<file path="src/rtl/stage_issue.sv">
// stage_issue: CPU issue stage with scoreboard hazard stall, writeback forwarding and a registered issue channel
// Ports:
//   clk_i, reset_i              clock, synchronous active-high reset
//   decode_*_i / decode_ready_o decode channel: control word, PC, immediate, register indices, operand selects
//   rs1/rs2_addr_o, rs*_data_i  asynchronous register-file read port
//   wb_addr_i/wb_data_i/wb_valid_i  writeback bus, clears scoreboard entries and feeds forwarding
//   issue_*_o / issue_ready_i   registered issue channel toward execute
package stage_issue_pkg;
    typedef logic [31:0] control_word_t;
endpackage

module stage_issue
    import stage_issue_pkg::*;
#(
    parameter int MAX_IN_FLIGHT = 4,
    parameter bit WB_FORWARD    = 1'b1
) (
    input  logic          clk_i,
    input  logic          reset_i,
    input  control_word_t decode_cw_i,
    input  logic [31:0]   decode_pc_i,
    input  logic [31:0]   decode_imm_i,
    input  logic [4:0]    decode_rs1_i,
    input  logic [4:0]    decode_rs2_i,
    input  logic          decode_rs1_used_i,
    input  logic          decode_rs2_used_i,
    input  logic [4:0]    decode_rd_i,
    input  logic          decode_rd_wr_i,
    input  logic          decode_op1_sel_i,
    input  logic          decode_op2_sel_i,
    input  logic          decode_valid_i,
    output logic          decode_ready_o,
    output logic [4:0]    rs1_addr_o,
    output logic [4:0]    rs2_addr_o,
    input  logic [31:0]   rs1_data_i,
    input  logic [31:0]   rs2_data_i,
    input  logic [4:0]    wb_addr_i,
    input  logic [31:0]   wb_data_i,
    input  logic          wb_valid_i,
    output control_word_t issue_cw_o,
    output logic [31:0]   issue_alu_op1_o,
    output logic [31:0]   issue_alu_op2_o,
    output logic          issue_valid_o,
    input  logic          issue_ready_i
);
    localparam int CW = $clog2(MAX_IN_FLIGHT + 1);

    logic [31:0]   pending, set_mask, clr_mask, rs1_val, rs2_val;
    logic [CW-1:0] count;
    logic          rs1_fwd, rs2_fwd, rd_fwd, wb_clears, full, hazard, accept, set_rd;

    assign rs1_addr_o = decode_rs1_i;
    assign rs2_addr_o = decode_rs2_i;

    // a same-cycle writeback to a register both resolves its hazard and supplies its data
    assign rs1_fwd = WB_FORWARD && wb_valid_i && wb_addr_i == decode_rs1_i;
    assign rs2_fwd = WB_FORWARD && wb_valid_i && wb_addr_i == decode_rs2_i;
    assign rd_fwd  = WB_FORWARD && wb_valid_i && wb_addr_i == decode_rd_i;

    assign rs1_val = decode_rs1_i == 5'd0 ? 32'd0 : rs1_fwd ? wb_data_i : rs1_data_i;
    assign rs2_val = decode_rs2_i == 5'd0 ? 32'd0 : rs2_fwd ? wb_data_i : rs2_data_i;

    assign wb_clears = wb_valid_i && wb_addr_i != 5'd0 && pending[wb_addr_i];
    // a full tracker still admits a new write when a pending entry retires this cycle
    assign full = count == CW'(MAX_IN_FLIGHT) && !(WB_FORWARD && wb_clears);

    assign hazard = (decode_rs1_used_i && decode_rs1_i != 5'd0 && pending[decode_rs1_i] && !rs1_fwd)
                 || (decode_rs2_used_i && decode_rs2_i != 5'd0 && pending[decode_rs2_i] && !rs2_fwd)
                 || (decode_rd_wr_i && decode_rd_i != 5'd0 && ((pending[decode_rd_i] && !rd_fwd) || full));

    assign decode_ready_o = (!issue_valid_o || issue_ready_i) && !hazard && !reset_i;
    assign accept         = decode_valid_i && decode_ready_o;
    assign set_rd         = accept && decode_rd_wr_i && decode_rd_i != 5'd0;

    // set is applied after clear so a same-register set/clear leaves the entry pending
    assign set_mask = {31'd0, set_rd} << decode_rd_i;
    assign clr_mask = {31'd0, wb_clears} << wb_addr_i;

    always_ff @(posedge clk_i) begin
        if (reset_i) begin
            pending         <= '0;
            count           <= '0;
            issue_valid_o   <= 1'b0;
            issue_cw_o      <= '0;
            issue_alu_op1_o <= '0;
            issue_alu_op2_o <= '0;
        end else begin
            pending <= (pending & ~clr_mask) | set_mask;
            count   <= count + CW'(set_rd) - CW'(wb_clears);
            if (accept) begin
                issue_valid_o   <= 1'b1;
                issue_cw_o      <= decode_cw_i;
                issue_alu_op1_o <= decode_op1_sel_i ? decode_pc_i : rs1_val;
                issue_alu_op2_o <= decode_op2_sel_i ? decode_imm_i : rs2_val;
            end else if (issue_ready_i) begin
                issue_valid_o <= 1'b0;
            end
        end
    end
endmodule

</file>
<file path="config.mk">
export PLATFORM = sky130hd
export DESIGN_NAME = stage_issue
export DESIGN_NICKNAME = d
export VERILOG_FILES = /design/src/rtl/stage_issue.sv
export SDC_FILE = /design/constraint.sdc
export NUM_CORES = 1
export LEC_CHECK = 0
export CAP_MARGIN = 20
export CORE_MARGIN = 2
export CORE_UTILIZATION = 44
export CTS_CLUSTER_DIAMETER = 60
export DETAILED_ROUTE_END_ITERATION = 8
export MAX_ROUTING_LAYER = met4
export PLACE_DENSITY = 0.89
export SYNTH_ARGS = -nofsm -noshare
export SYNTH_HDL_FRONTEND = slang
export SYNTH_SLANG_ARGS = --single-unit
</file>
<file path="constraint.sdc">
create_clock -name clk_i -period 4.4 [get_ports clk_i]
set_input_delay 0.44 -clock clk_i [delete_from_list [all_inputs] [get_ports clk_i]]
set_output_delay 0.44 -clock clk_i [all_outputs]
set_load 0.005 [all_outputs]
</file>
* Yosys cells after proc, flatten, opt, wreduce, memory -nomap -nowiden
Index checks and enable logic that the tools add are counted.
Storage, ports and cells: flip-flop bits (word level) 132, output and inout port bits 108
Operators by class: $add $sub $neg 2, magnitude comparators 4, equality and inequality tests 4, shift operators 2, multiplexer cells 16, bitwise operators 3, reductions and logical operators 38
Operator list (number):
- $mux W32 | 6
- $shl A1 B5 Y32 | 2
- $and A32 B32 Y32 | 1
- $not A32 Y32 | 1
- $or A32 B32 Y32 | 1
- $lt A5 B6 Y1 const B | 4
- $bmux W1 S5 | 4
- $logic_and A1 B1 Y1 | 20
- $reduce_bool A5 Y1 | 4
- $eq A5 B5 Y1 | 3
- $logic_not A5 Y1 | 2
- $logic_not A1 Y1 | 7
- $mux W1 | 6
- $logic_or A1 B1 Y1 | 4
- $add A3 B1 Y3 | 1
- $eq A3 B3 Y1 const B | 1
- $sub A3 B1 Y3 | 1
- $reduce_bool A2 Y1 | 1

* Logic depth before layout (Yosys ltp)
depth after elaboration 16, mapped depth 15, gate-level depth less buffers 13

* Worst setup path before layout
OpenSTA, ideal clock, no wires.
path kind input to register, from in decode_rd_i[3], to reg count[2], library setup time 128 ps, data arrival time 3153 ps, required time 4272 ps, path slack 1120 ps, cell stages on the path 14, buffers on the path 1, cell sequence or3_1 -> buf_2 -> o31ai_4 -> a311o_1 -> or4_1 -> o2bb2ai_1 -> nor4_1 -> xnor2_1 -> ha_1 -> inv_1 -> fa_1 -> xor2_1 -> xnor2_1 -> nor2_1
Between the ends: cells in the longest elaborated chain, start to end 15
Ends and longest elaborated chain:
- start, declared | RTL line 27 | input logic [4:0] decode_rd_i,
- parallel branches: the longest is 12 deep, another holds $bmux W1 S5
- $logic_and A1 B1 Y1 (*) | RTL line 73 | assign set_rd = accept && decode_rd_wr_i && decode_rd_i != 5'd0;
- $add A3 B1 Y3 (*) | RTL line 89 | count <= count + CW'(set_rd) - CW'(wb_clears);
- $sub A3 B1 Y3 (*) | RTL line 89
- end signal, assigned | RTL line 89
- end, declared | RTL line 49 | logic [CW-1:0] count;
Mark *: on every way between the ends. The select of a mux whose other input is x is not followed. A chain may end at the register's enable or synchronous reset.

* Final worst setup path
from in decode_rs1_i[1], to out decode_ready_o
Between the ends: cells in the longest elaborated chain, start to end 9
Ends and longest elaborated chain:
- start, declared | RTL line 23 | input logic [4:0] decode_rs1_i,
- $bmux W1 S5 (tied with other cells) | RTL line 67 | assign hazard = (decode_rs1_used_i && decode_rs1_i != 5'd0 && pending[decode_rs1_i] && !rs1_fwd)
- $mux W1 (implied by the code) (tied with other cells) | RTL line 67
- $logic_and A1 B1 Y1 / $logic_not A1 Y1 (equally long branches) | RTL line 67
- $logic_and A1 B1 Y1 (*) | RTL line 67
- $logic_or A1 B1 Y1 (*) | RTL line 68 | || (decode_rs2_used_i && decode_rs2_i != 5'd0 && pending[decode_rs2_i] && !rs2_fwd)
- $logic_or A1 B1 Y1 (*) | RTL line 69 | || (decode_rd_wr_i && decode_rd_i != 5'd0 && ((pending[decode_rd_i] && !rd_fwd) || full));
- $logic_not A1 Y1 (*) | RTL line 71 | assign decode_ready_o = (!issue_valid_o || issue_ready_i) && !hazard && !reset_i;
- $logic_and A1 B1 Y1 (*) (2 in a row) | RTL line 71
- end, declared | RTL line 32 | output logic decode_ready_o,
Mark *: on every way between the ends. The rest lies on a longest branch, timed or not. The select of a mux whose other input is x is not followed.

==> metrics.txt <==
ANT cells 0; Hold Path Cell Cnt 2; router iterations before antenna repair 6; Max Slew Vio Count 0; Avg Cell Area, Syn 9.557 um2; P_leak 4.757 nW; CTS buffer count 17; placed cell area 11430 um2; Design Area, Final 12030 um2; Hold EP issue_alu_op2_o[14]; initial antenna violation count 0; post-CTS setup buffers 0; vias in the first global route 7899; Ports 330; P&R area growth vs syn 49.63%; DRC 0; Die Wd 139.2 um; final hold vios 0; initial core utilization 0.4474; min-delay src issue_alu_op2_o[14]; startpoint types input pin; share of cells above drive strength 1 0.1197; vias 7997; largest net degree at the start of global routing 96; count of cell types in the netlist 56; WL/cell 20.98 um; GP Congestion 0.9830; post-detail-place hpwl 21200 um; final wirelength 28820 um; Async S/R FF share, synth 0; nets 1356; main area contributors after synthesis dfxtp_1 33%, mux2i_1 19%, mux4_2 6.4%; Comb pwr share 0.237; flops & latches, synth 132; Fin Setup TNS 0 ns; Setup Slack @ Placement 0.2112 ns; NetSw 951.3 uW; flop2flop setup slack 0.95 ns; required time of the critical path 3.96 ns; Relative slew margins 0.3124; clock transition at the registers of the reported paths 0.06 ns; Clock power frac 0.396; maximum clock frequency 0.2634 GHz; Worst Reg2Reg Path Length in Cells 13; gate count after technology mapping 841; H-tree depth 4; Row Count 49; crit end category output pin; CTS sink cnt 132; Yosys top cell area share 0.3288; Worst-Margin Slew 1.031 ns; Worst Slack Setup Final 0.6037 ns; share of the yosys chip area belonging to registers 0.3288; share of power burned in registers 0.367; die height 139.2 um; Setup-failing EPs final 0; total gr overflow 0; FF-to-FF Start pending[7]; DRT antenna net count 0; post-synthesis net count 1065; Reg-to-Reg End count[2]; Top FF cell, synth dfxtp_1; Cell Int Power 2.679 mW; Period minus WS final 3.796 ns; Final period util 0.8628; synthesized area 8038 um2; CTS tree yes; Max-Cap Viols 0; Post-synth EDFFs 0; run status completed; Critical Setup Path Class input pin to output pin; CP Max Fanout 8; Max clock buf depth 2; power per cell area 301.9 nW/um2; cts repair resizes 0; All-Layer GR Usage 0.2996; WP data arrival 3.36 ns; net switching fraction of the power 0.2621; Yosys top cell by area dfxtp_1; cts-stage hold buffer count 0; Fin Clk Skew 0.01082 ns; die area 19360 um2; Via-to-Cell Ratio 5.820; DRT iter0 DRCs 708; CORE AREA 17960 um2; synth warn 0; worst hold path class flop to flop; RSZ-0062 raised after global routing no; port bufs 329; Peak VDD IR 266.6 uV; first-pass GRT wire length 44790 um; worst skew pair latency 0.42 ns; clock root cell clkbuf_16
-- cells in the mapped netlist, types with 3 or more instances --
library cell / n
a21oi_1: 66
xor2_1: 13
mux2_4: 24
nand3b_1: 8
or3b_2: 3
o31ai_1: 25
mux2i_1: 151
nor2_1: 76
buf_6: 7
nand2_1: 74
nand2b_1: 3
mux2_2: 10
o211ai_1: 15
inv_1: 5
xnor2_1: 5
a22oi_1: 4
buf_2: 8
nor4_1: 4
o311ai_0: 16
buf_4: 20
mux4_2: 23
clkbuf_1: 38
o41ai_2: 7
buf_1: 14
o22ai_1: 3
nor2b_1: 39
dfxtp_1: 132
nand3_1: 7
or3_1: 8
-- layout make-up --
cell class	count	area (um2)
Tap cell	229	286.5
Fill cell	1359	5937
Clock inverter	11	127.6
Multi-Input combinational cell	616	4905
Timing Repair Buffer	360	3576
Inverter	5	18.77
Sequential cell	132	2643
Clock buffer	21	470.5
-- power by group through the flow --
stage               Sequential, mW  Combinational, mW  Clock (mW)
finish                        1.33              0.860        1.44
global route                  1.34              0.912        1.51
CTS                           1.33              0.858        1.45
detailed placement            1.36              0.852           0
global placement              1.35              0.840           0
floorplan                     1.36              0.371           0
-- cells in the final DEF (no fill, tap or decap), types with 4 or more instances in the layout --
| cell type | n |
|---|---|
| clkinv_4 | 4 |
| o41ai_2 | 7 |
| o311ai_0 | 16 |
| a21oi_1 | 66 |
| a22oi_1 | 4 |
| xor2_1 | 13 |
| nand3b_1 | 8 |
| clkbuf_16 | 17 |
| mux4_2 | 23 |
| mux2_4 | 24 |
| buf_4 | 27 |
| buf_12 | 4 |
| mux2_2 | 10 |
| o31ai_1 | 25 |
| nor2b_1 | 39 |
| nand3_1 | 7 |
| nor2_1 | 76 |
| mux2i_1 | 151 |
| o211ai_1 | 15 |
| clkdlybuf4s50_1 | 329 |
| dfxtp_1 | 132 |
| inv_1 | 4 |
| nor4_1 | 4 |
| nand2_1 | 74 |
| xnor2_1 | 5 |
| or3_1 | 7 |
-- cell families after synthesis --
logic type,synth area share
AO/OA/AOI/OAI,0.1329
XOR/XNOR,0.01961
adder cells (fa/ha/maj),0.004047
buffers and inverters,0.06196
flip-flops,0.3288
multiplexers,0.3113
AND/OR/NAND/NOR,0.1413
-- flip-flops by register name (all words and copies together) (netlist names) --
name             count
issue_alu_op1_o     32
issue_alu_op2_o     32
issue_cw_o          32
pending             32
count                3
issue_valid_o        1
-- how the worst max path moves through the flow --
stage / start / to / slack [ns] / cells after the start
4_1_cts: decode_rs1_i[1] / decode_ready_o / 0.60 / 8
3_5_place_dp: decode_rs1_i[1] / count[2] / 0.21 / 14
5_1_grt: decode_rs1_i[1] / decode_ready_o / 0.55 / 8
6_report: decode_rs1_i[1] / decode_ready_o / 0.60 / 8
2_1_floorplan: decode_rd_i[3] / count[2] / 1.12 / 14
3_3_place_gp: decode_rs1_i[1] / count[2] / 0.40 / 14
-- critical path: stages --
cell and delay [ns]:
clkdlybuf4s50_1 0.70, mux2i_1 0.15, mux4_2 0.47, and3b_1 0.18, a2111oi_0 0.53, a32o_1 0.32
nor3b_1 0.07, clkdlybuf4s50_1 0.49
-- routing by layer --
layer | up-vias | routed length (um) | part of all wire | GRT usage
li1 | 3633 | - | - | -
met3 | 76 | 2493 | 0.086 | 0.06008
met5 | - | 0 | 0 | -
met4 | 0 | 1053 | 0.037 | 0.1201
met1 | 3779 | 11460 | 0.40 | 0.3678
met2 | 509 | 13810 | 0.48 | 0.4854
-- stage by stage --
step,hold WS (ns),std cells,power (mW),util
global placement,0.4431,1342,2.193,0.6362
global route,0.4781,1374,3.764,0.6695
finish,0.4600,1374,3.630,0.6695
detailed placement,0.4514,1342,2.210,0.6362
floorplan,0.4549,841,1.732,-
CTS,0.4630,1374,3.641,0.6695
No activity file was read; power rests on OpenSTA's default activity.
